[src/rtl/fcvt_sw_arbiter.sv]
// fcvt_sw_arbiter
// Shares one external combinational int32 -> IEEE-754 single converter between
// NREQ requesters (typically the pipeline FCVT.S.W path and a multi-cycle/debug
// port). A round-robin arbiter picks a requester and registers its operand into
// cvt_a. One cycle later the converter output is captured into rsp_data, which is
// presented on a valid/ready channel toward writeback.
//
// Ports:
//   clk, rst_n           clock (rising edge), synchronous active-low reset
//   req_valid/req_ready  per-requester handshake; req_ready is one-hot or zero
//   req_data             packed int32 operands, requester i at [32i+31:32i]
//   req_tag              packed opaque tags, requester i at [TAGW*i +: TAGW]
//   cvt_a / cvt_b        operand to / result from the external converter
//   rsp_valid/rsp_ready  response handshake
//   rsp_data/id/tag      converted value, owning requester index, its tag
//   busy                 high whenever a conversion or response is outstanding
//   cvt_count            completed responses, wraps modulo 2^16
module fcvt_sw_arbiter #(
  parameter int NREQ = 2,
  parameter int TAGW = 5,
  parameter int IDW  = 1
) (
  input  logic                 clk,
  input  logic                 rst_n,
  input  logic [NREQ-1:0]      req_valid,
  output logic [NREQ-1:0]      req_ready,
  input  logic [NREQ*32-1:0]   req_data,
  input  logic [NREQ*TAGW-1:0] req_tag,
  output logic [31:0]          cvt_a,
  input  logic [31:0]          cvt_b,
  output logic                 rsp_valid,
  input  logic                 rsp_ready,
  output logic [31:0]          rsp_data,
  output logic [IDW-1:0]       rsp_id,
  output logic [TAGW-1:0]      rsp_tag,
  output logic                 busy,
  output logic [15:0]          cvt_count
);

  typedef enum logic [1:0] {
    IDLE = 2'd0,
    CONV = 2'd1,
    RESP = 2'd2
  } state_t;

  state_t          state_reg, state_next;
  logic [IDW-1:0]  last_grant_reg;
  logic [IDW-1:0]  pend_id_reg;
  logic [TAGW-1:0] pend_tag_reg;
  logic [31:0]     cvt_a_reg;
  logic            rsp_valid_reg;
  logic [31:0]     rsp_data_reg;
  logic [IDW-1:0]  rsp_id_reg;
  logic [TAGW-1:0] rsp_tag_reg;
  logic [15:0]     count_reg;

  logic [31:0]     data_arr [NREQ];
  logic [TAGW-1:0] tag_arr  [NREQ];

  logic [NREQ-1:0] rot_valid;
  logic            found;
  logic            accept;
  logic [IDW-1:0]  winner;

  genvar gi;
  generate
    for (gi = 0; gi < NREQ; gi++) begin : g_unpack
      assign data_arr[gi] = req_data[gi*32 +: 32];
      assign tag_arr[gi]  = req_tag[gi*TAGW +: TAGW];
    end
  endgenerate

  // Round-robin pick: rotate the valid vector so that bit 0 is the requester
  // right after the last grant, then take the lowest set bit.
  always_comb begin
    int off;
    int win_int;
    off       = 0;
    found     = 1'b0;
    rot_valid = NREQ'({req_valid, req_valid} >> (int'(last_grant_reg) + 1));
    for (int k = NREQ - 1; k >= 0; k--) begin
      if (rot_valid[k]) begin
        found = 1'b1;
        off   = k;
      end
    end
    win_int = (int'(last_grant_reg) + 1 + off) % NREQ;
    winner  = IDW'(win_int);
  end

  // Next-state and handshake outputs. A new request may be taken in IDLE, or in
  // RESP in the same cycle the pending response is consumed.
  always_comb begin
    state_next = state_reg;
    accept     = 1'b0;
    req_ready  = '0;
    case (state_reg)
      IDLE: begin
        if (found) begin
          accept     = 1'b1;
          state_next = CONV;
        end
      end
      CONV: begin
        state_next = RESP;
      end
      RESP: begin
        if (rsp_ready) begin
          if (found) begin
            accept     = 1'b1;
            state_next = CONV;
          end else begin
            state_next = IDLE;
          end
        end
      end
      default: begin
        state_next = IDLE;
      end
    endcase
    if (accept) begin
      req_ready = NREQ'(1) << winner;
    end
  end

  always_ff @(posedge clk) begin
    if (!rst_n) begin
      state_reg      <= IDLE;
      last_grant_reg <= IDW'(NREQ - 1);
      pend_id_reg    <= '0;
      pend_tag_reg   <= '0;
      cvt_a_reg      <= '0;
      rsp_valid_reg  <= 1'b0;
      rsp_data_reg   <= '0;
      rsp_id_reg     <= '0;
      rsp_tag_reg    <= '0;
      count_reg      <= '0;
    end else begin
      state_reg <= state_next;
      if (accept) begin
        last_grant_reg <= winner;
        cvt_a_reg      <= data_arr[winner];
        pend_id_reg    <= winner;
        pend_tag_reg   <= tag_arr[winner];
      end
      if (state_reg == CONV) begin
        // The converter cannot represent |INT_MIN| in its magnitude path, so
        // that single operand is answered here with -2^31 exactly.
        rsp_data_reg  <= (cvt_a_reg == 32'h8000_0000) ? 32'hCF00_0000 : cvt_b;
        rsp_id_reg    <= pend_id_reg;
        rsp_tag_reg   <= pend_tag_reg;
        rsp_valid_reg <= 1'b1;
      end else if (state_reg == RESP && rsp_ready) begin
        rsp_valid_reg <= 1'b0;
      end
      if (rsp_valid_reg && rsp_ready) begin
        count_reg <= count_reg + 16'd1;
      end
    end
  end

  assign cvt_a     = cvt_a_reg;
  assign rsp_valid = rsp_valid_reg;
  assign rsp_data  = rsp_data_reg;
  assign rsp_id    = rsp_id_reg;
  assign rsp_tag   = rsp_tag_reg;
  assign busy      = (state_reg != IDLE);
  assign cvt_count = count_reg;

endmodule
[config.mk]
export PLATFORM = sky130hd
export DESIGN_NAME = fcvt_sw_arbiter
export DESIGN_NICKNAME = d
export VERILOG_FILES = /design/src/rtl/fcvt_sw_arbiter.sv
export SDC_FILE = /design/constraint.sdc
export NUM_CORES = 1
export LEC_CHECK = 0
export BUFFER_PORTS_ARGS = -buffer_cell sky130_fd_sc_hd__clkbuf_2
export CAP_MARGIN = 20
export CORE_MARGIN = 4
export CORE_UTILIZATION = 45
export CTS_BUF_LIST = sky130_fd_sc_hd__clkbuf_8 sky130_fd_sc_hd__clkbuf_16
export DETAILED_ROUTE_END_ITERATION = 7
export GPL_TIMING_DRIVEN = 0
export PLACE_DENSITY = 0.8
export SLEW_MARGIN = 40
export SYNTH_ARGS = -nofsm -noshare
export SYNTH_HDL_FRONTEND = slang
export SYNTH_SLANG_ARGS = --single-unit
[constraint.sdc]
create_clock -name clk -period 1.9 [get_ports clk]
set_clock_uncertainty 0.1 [all_clocks]
set_input_delay 0.475 -clock clk [delete_from_list [all_inputs] [get_ports clk]]
set_output_delay 0.475 -clock clk [all_outputs]
set_load 0.05 [all_outputs]
## After elaboration in Yosys (flattened, before gate mapping)

Cells that the tools add are included.

- $add $sub $neg: 3
- $mul: 0
- Divide/modulo/power cells: 0
- $lt $le $gt $ge: 1
- Equal/unequal tests: 5
- Shift operators: 2
- Muxes and demuxes: 21
- Bitwise gates (word level): 1
- Reductions and logical operators: 6

Operator list:

| operator | number |
|---|---|
| 2-to-1 mux 32 bit | 4 |
| equality test 32 bit (second input constant) | 1 |
| adder 16 x 1 -> 16 bit (second input constant) | 1 |
| 2-to-1 mux 5 bit | 3 |
| 2-to-1 mux 1 bit | 9 |
| 2-to-1 mux 2 bit | 3 |
| one-hot mux 2 bit (3 select lines) | 1 |
| != test 2 bit (second input constant) | 2 |
| nonzero test 2 bit | 2 |
| >> shifter 4 x 2 -> 2 bit | 1 |
| adder 1 x 1 -> 2 bit (second input constant) | 1 |
| equality test 2 x 1 -> 1 bit (second input constant) | 1 |
| equality test 2 bit (second input constant) | 1 |
| >= comparator 2 bit (second input constant) | 1 |
| logical AND 1 bit | 2 |
| logical NOT 2 bit | 1 |
| inverter 1 -> 2 bit | 1 |
| one-hot mux 1 bit (2 select lines) | 1 |
| AND reduction 2 bit | 1 |
| << shifter 1 x 1 -> 2 bit (first input constant) | 1 |
| adder 1 bit | 1 |

- Register bits: 96
- Latch bits: 0
- Memory bits (writable): 0
- Memory bits (read-only): 0
- Input bits: 111
- Output and inout port bits: 90
- Word-level logic and storage cells: 49
- Memories: 0

## Logic depth before layout (Yosys ltp)

- Depth after elaboration: 9
- Depth in mapped cells: 6

## Worst setup path after synthesis

Ideal clock, no wire load.

- Path type: register -> register
- From: reg count_reg[2] (netlist: cvt_count[2])
- To: reg count_reg[15] (netlist: cvt_count[15])
- Data arrival time: 1.760 ns
- Path slack: -0.031 ns
- Stages on the path, launching flop included: 6
- Cell sequence: dfxtp_1 and4_1 buf_2 nand4_1 or3_1 a21oi_1

- Longest elaborated chain between the ends: 1

Ends and longest elaborated chain:

| item | RTL line | source |
|---|---|---|
| from (decl) | 55 | `logic [15:0] count_reg;` |
| from (signal assigned) | 157 | `count_reg <= count_reg + 16'd1;` |
| adder 16 x 1 -> 16 bit | 157 |  |

No other way between the ends.
A chain may end at the register's enable or synchronous reset.

## Worst setup path after layout

- From: reg state_reg[1]
- To: out req_ready[1]

- Longest elaborated chain between the ends: 3

Ends and longest elaborated chain:

| item | RTL line | source |
|---|---|---|
| from (decl) | 46 | `state_t state_reg, state_next;` |
| from (signal assigned) | 139 | `state_reg <= state_next;` |
| equality test 2 bit or logical NOT 2 bit (tied branches) | 97 | `case (state_reg)` |
| one-hot mux 1 bit (2 select lines) (*) | 97 |  |
| 2-to-1 mux 2 bit (*) | 121 | `if (accept) begin` |
| to (decl) | 26 | `output logic [NREQ-1:0] req_ready,` |

Mark *: on every way between the ends. The rest lies on a longest branch, timed or not.

==> results.py <==
metrics = {
    "clocking": {
        "cts_buffers": 9,
        "insertion_delay_ns": 0.35,
        "cts-root-buf": "clkbuf_8",
        "h-tree-depth": 3,
        "clkSinkCount": 96,
        "ctsHoldBuffers": 0,
        "clock_path_buffers": 2,
        "clk_pin_slew_ns": 0.10,
        "cts_tree": "yes",
    },
    "critical_path": {
        "crit_required_ns": 1.32,
        "cp-end-kind": "primary output",
        "worstPathCellList": "nor2b_4, a2111oi_4, buf_6, clkbuf_16",
        "regToRegSetupSlack_ns": 0.13,
        "slowest_stage": "a2111oi_4",
        "cp-start-kind": "flip-flop",
        "path_buf_inv": 2,
        "cp_top_family": "compound AO/OA/AOI/OAI gates",
        "critPathKind": "flip-flop to primary output",
        "cp.arrival_ns": 1.48,
        "path_max_fanout": 3,
        "critPathMaxStageDelay_ns": 0.34,
    },
    "yosys": {
        "avgSynthCellArea_um2": 9.07,
        "synthMuxAreaShare_pct": 0,
        "ys_seq_area_share_pct": 51.2,
        "synthCells": 414,
        "async_flop_share_pct": 0,
        "synth_area_um2": 3760,
        "synthSimpleGateAreaFrac_pct": 22.3,
        "synth_nets": 526,
        "synth_fa_ha_area_share_pct": 0.333,
        "synth-main-ff-cell": "dfxtp_1",
        "synth-compound-area-share_pct": 18.4,
        "synth_edf_count": 0,
        "synth_xor_area_share_pct": 2.33,
        "synth_top_family_by_area": "simple AND/OR/NAND/NOR gates",
        "ys_seq_elements": 96,
        "synth_cell_types": 35,
        "yosysWarnings": 0,
    },
    "power": {
        "swShare_pct": 33.7,
        "combPwrFrac_pct": 25.1,
        "p_int_mw": 3.18,
        "ir_drop_v": 0.000519,
        "p_seq_share_pct": 47.1,
        "power_frac_clock_pct": 27.8,
        "p_leak_nw": 2.36,
        "p_switching_mw": 1.62,
        "powerDensity_nw_per_um2": 919,
    },
    "die": {
        "die_y_um": 99.4,
        "pin_count": 201,
        "die-area_um2": 9870,
        "die_w_um": 99.4,
        "fp-row-count": 33,
        "initial_utilization_pct": 45.9,
        "core_area_um2": 8180,
    },
    "grt": {
        "grt_overflow": 0,
        "track_usage_pct": 23.2,
        "grt_pass1_vias": 3859,
        "grt_pass1_wl_um": 18700,
        "antenna_found_initial": 0,
        "grt_max_degree": 16,
    },
    "placed_design": {
        "routabilityCongestion": 0.904,
        "hpwl_um": 8930,
        "post_dp_cell_area_um2": 4890,
        "portBuffers": 199,
        "pre_cts_slack_ns": -0.354,
    },
    "sta": {
        "worst_slew_pin_slew_ns": 0.507,
        "setup_ws_ns": -0.158,
        "setup-tns-final_ns": -0.207,
        "fin_crit_ns": 2.06,
        "slew_violations": 0,
        "hold-worst-slack_ns": 0.248,
        "max_freq_mhz": 486,
        "setup_viol_count_final": 2,
        "fin_crit_sh_pct": 108,
        "finalHoldViolCount": 0,
        "rsz0062_at_grt": "true",
        "slew_headroom_pct": 66.2,
    },
    "final_layout": {
        "num-nets-final": 741,
        "final_cell_mix": "clkbuf_2 (200), dfxtp_1 (90), nor2_1 (63)",
        "n_antenna_cell": 0,
        "layout_commonest_cell": "clkbuf_2",
        "drive_gt1_share_pct": 40.1,
        "synthToLayoutAreaGrowth_pct": 39.1,
        "fin_area_um2": 5230,
    },
    "run_status": {
        "status": "finished, violations left",
        "violations": "setup timing",
    },
    "drt": {
        "drc_errors": 0,
        "vias": 4093,
        "wire_per_inst_um": 15.9,
        "avgViaCountPerCell": 5.54,
        "firstDrtPassIters": 7,
        "drt_iter0_markers": 284,
        "detail_route.wirelength_um": 11700,
        "ant_nets": 0,
    },
    "worst_hold_path": {
        "hold_path.class": "primary input to flip-flop",
    },
    "job": {
        "maxCapViolCount": 0,
    },
}
-- routing by layer --
| layer | share of wire [%] | global-route usage, % | wire length, um |
|---|---|---|---|
| met3 | 8.7 | 6.73 | 1020 |
| met1 | 40 | 28.6 | 4710 |
| met4 | 1.0 | 5.46 | 123 |
| met2 | 50 | 40.1 | 5880 |
| met5 | 0 | 0 | 0 |
-- synth_stat cells (2+ instances only) --
cell | n | area [um2]
a21oi_1 | 12 | 60.1
a222oi_1 | 37 | 370
and3_1 | 2 | 12.5
and4_1 | 3 | 26.3
buf_1 | 2 | 7.51
buf_2 | 11 | 55.1
buf_6 | 4 | 45.0
clkbuf_1 | 21 | 78.8
dfxtp_1 | 96 | 1920
inv_1 | 3 | 11.3
nand2_1 | 19 | 71.3
nand3_1 | 56 | 280
nand4_1 | 8 | 50.1
nor2_1 | 64 | 240
nor2b_1 | 2 | 12.5
nor4_1 | 8 | 50.1
o21ai_0 | 31 | 155
o31a_1 | 6 | 52.6
or3_1 | 5 | 31.3
xnor2_1 | 2 | 17.5
xor2_1 | 8 | 70.1
-- timing repair --
item,4_1_cts,5_1_grt
setup buffers,3,2
pin swaps,1,3
endpoints found under the setup margin,33,35
gates resized for setup,18,11
-- area by class of cell --
cell class / instances / area, um2
buffer: 39 / 208
tap: 105 / 131
fill: 726 / 2950
inverter: 4 / 15.0
clock inverter: 6 / 61.3
clock buffer: 10 / 138
timing repair buffer: 204 / 1070
sequential: 96 / 1930
multi-input combinational: 275 / 1670
-- stage by stage --
step / power [mW] / instances / utilization (%)
after global placement: 3.43 / 718 / 59.8
after floorplan: 3.09 / 414 / -
after global routing: 5.02 / 739 / 63.9
final: 4.80 / 739 / 63.9
after detailed placement: 3.45 / 718 / 59.8
after CTS: 4.81 / 737 / 63.3
-- worst reg2reg max path: cells and delay by family, from the launching register on --
kind,cells,cell delay (ns)
buf+inv,3,0.50
simple gates,3,0.36
compound gates,1,0.36
flops,1,0.34
-- path summary, 6_finish.rpt --
path              cells after the start                      start                         to
setup reg to reg                      7  state_reg[1]$_SDFFE_PN0P_     cvt_a[18]$_SDFFE_PN0P_
setup / recovery                      4  state_reg[1]$_SDFFE_PN0P_               req_ready[1]
hold reg to reg                       2   pend_id_reg$_SDFFE_PN0P_        rsp_id$_SDFFE_PN0P_
hold / removal                        3                  cvt_b[15]  rsp_data[15]$_SDFFE_PN0P_
-- power groups by stage --
stage | clock network (mW) | registers (mW) | logic (mW)
final | 1.34 | 2.26 | 1.21
after detailed placement | 0 | 2.30 | 1.16
after global routing | 1.45 | 2.28 | 1.29
after CTS | 1.36 | 2.25 | 1.20
after global placement | 0 | 2.29 | 1.14
after floorplan | 0 | 2.69 | 0.405
-- cells by family (layout without fill, tap and decap cells) --
kind of cell,count (synthesis),count (layout)
simple gates,174,174
flops,96,96
compound gates,90,90
buf+inv,43,263
xor+xnor,10,10
fa+ha+maj,1,1
Note: power is estimated with default switching activity, not from simulation.
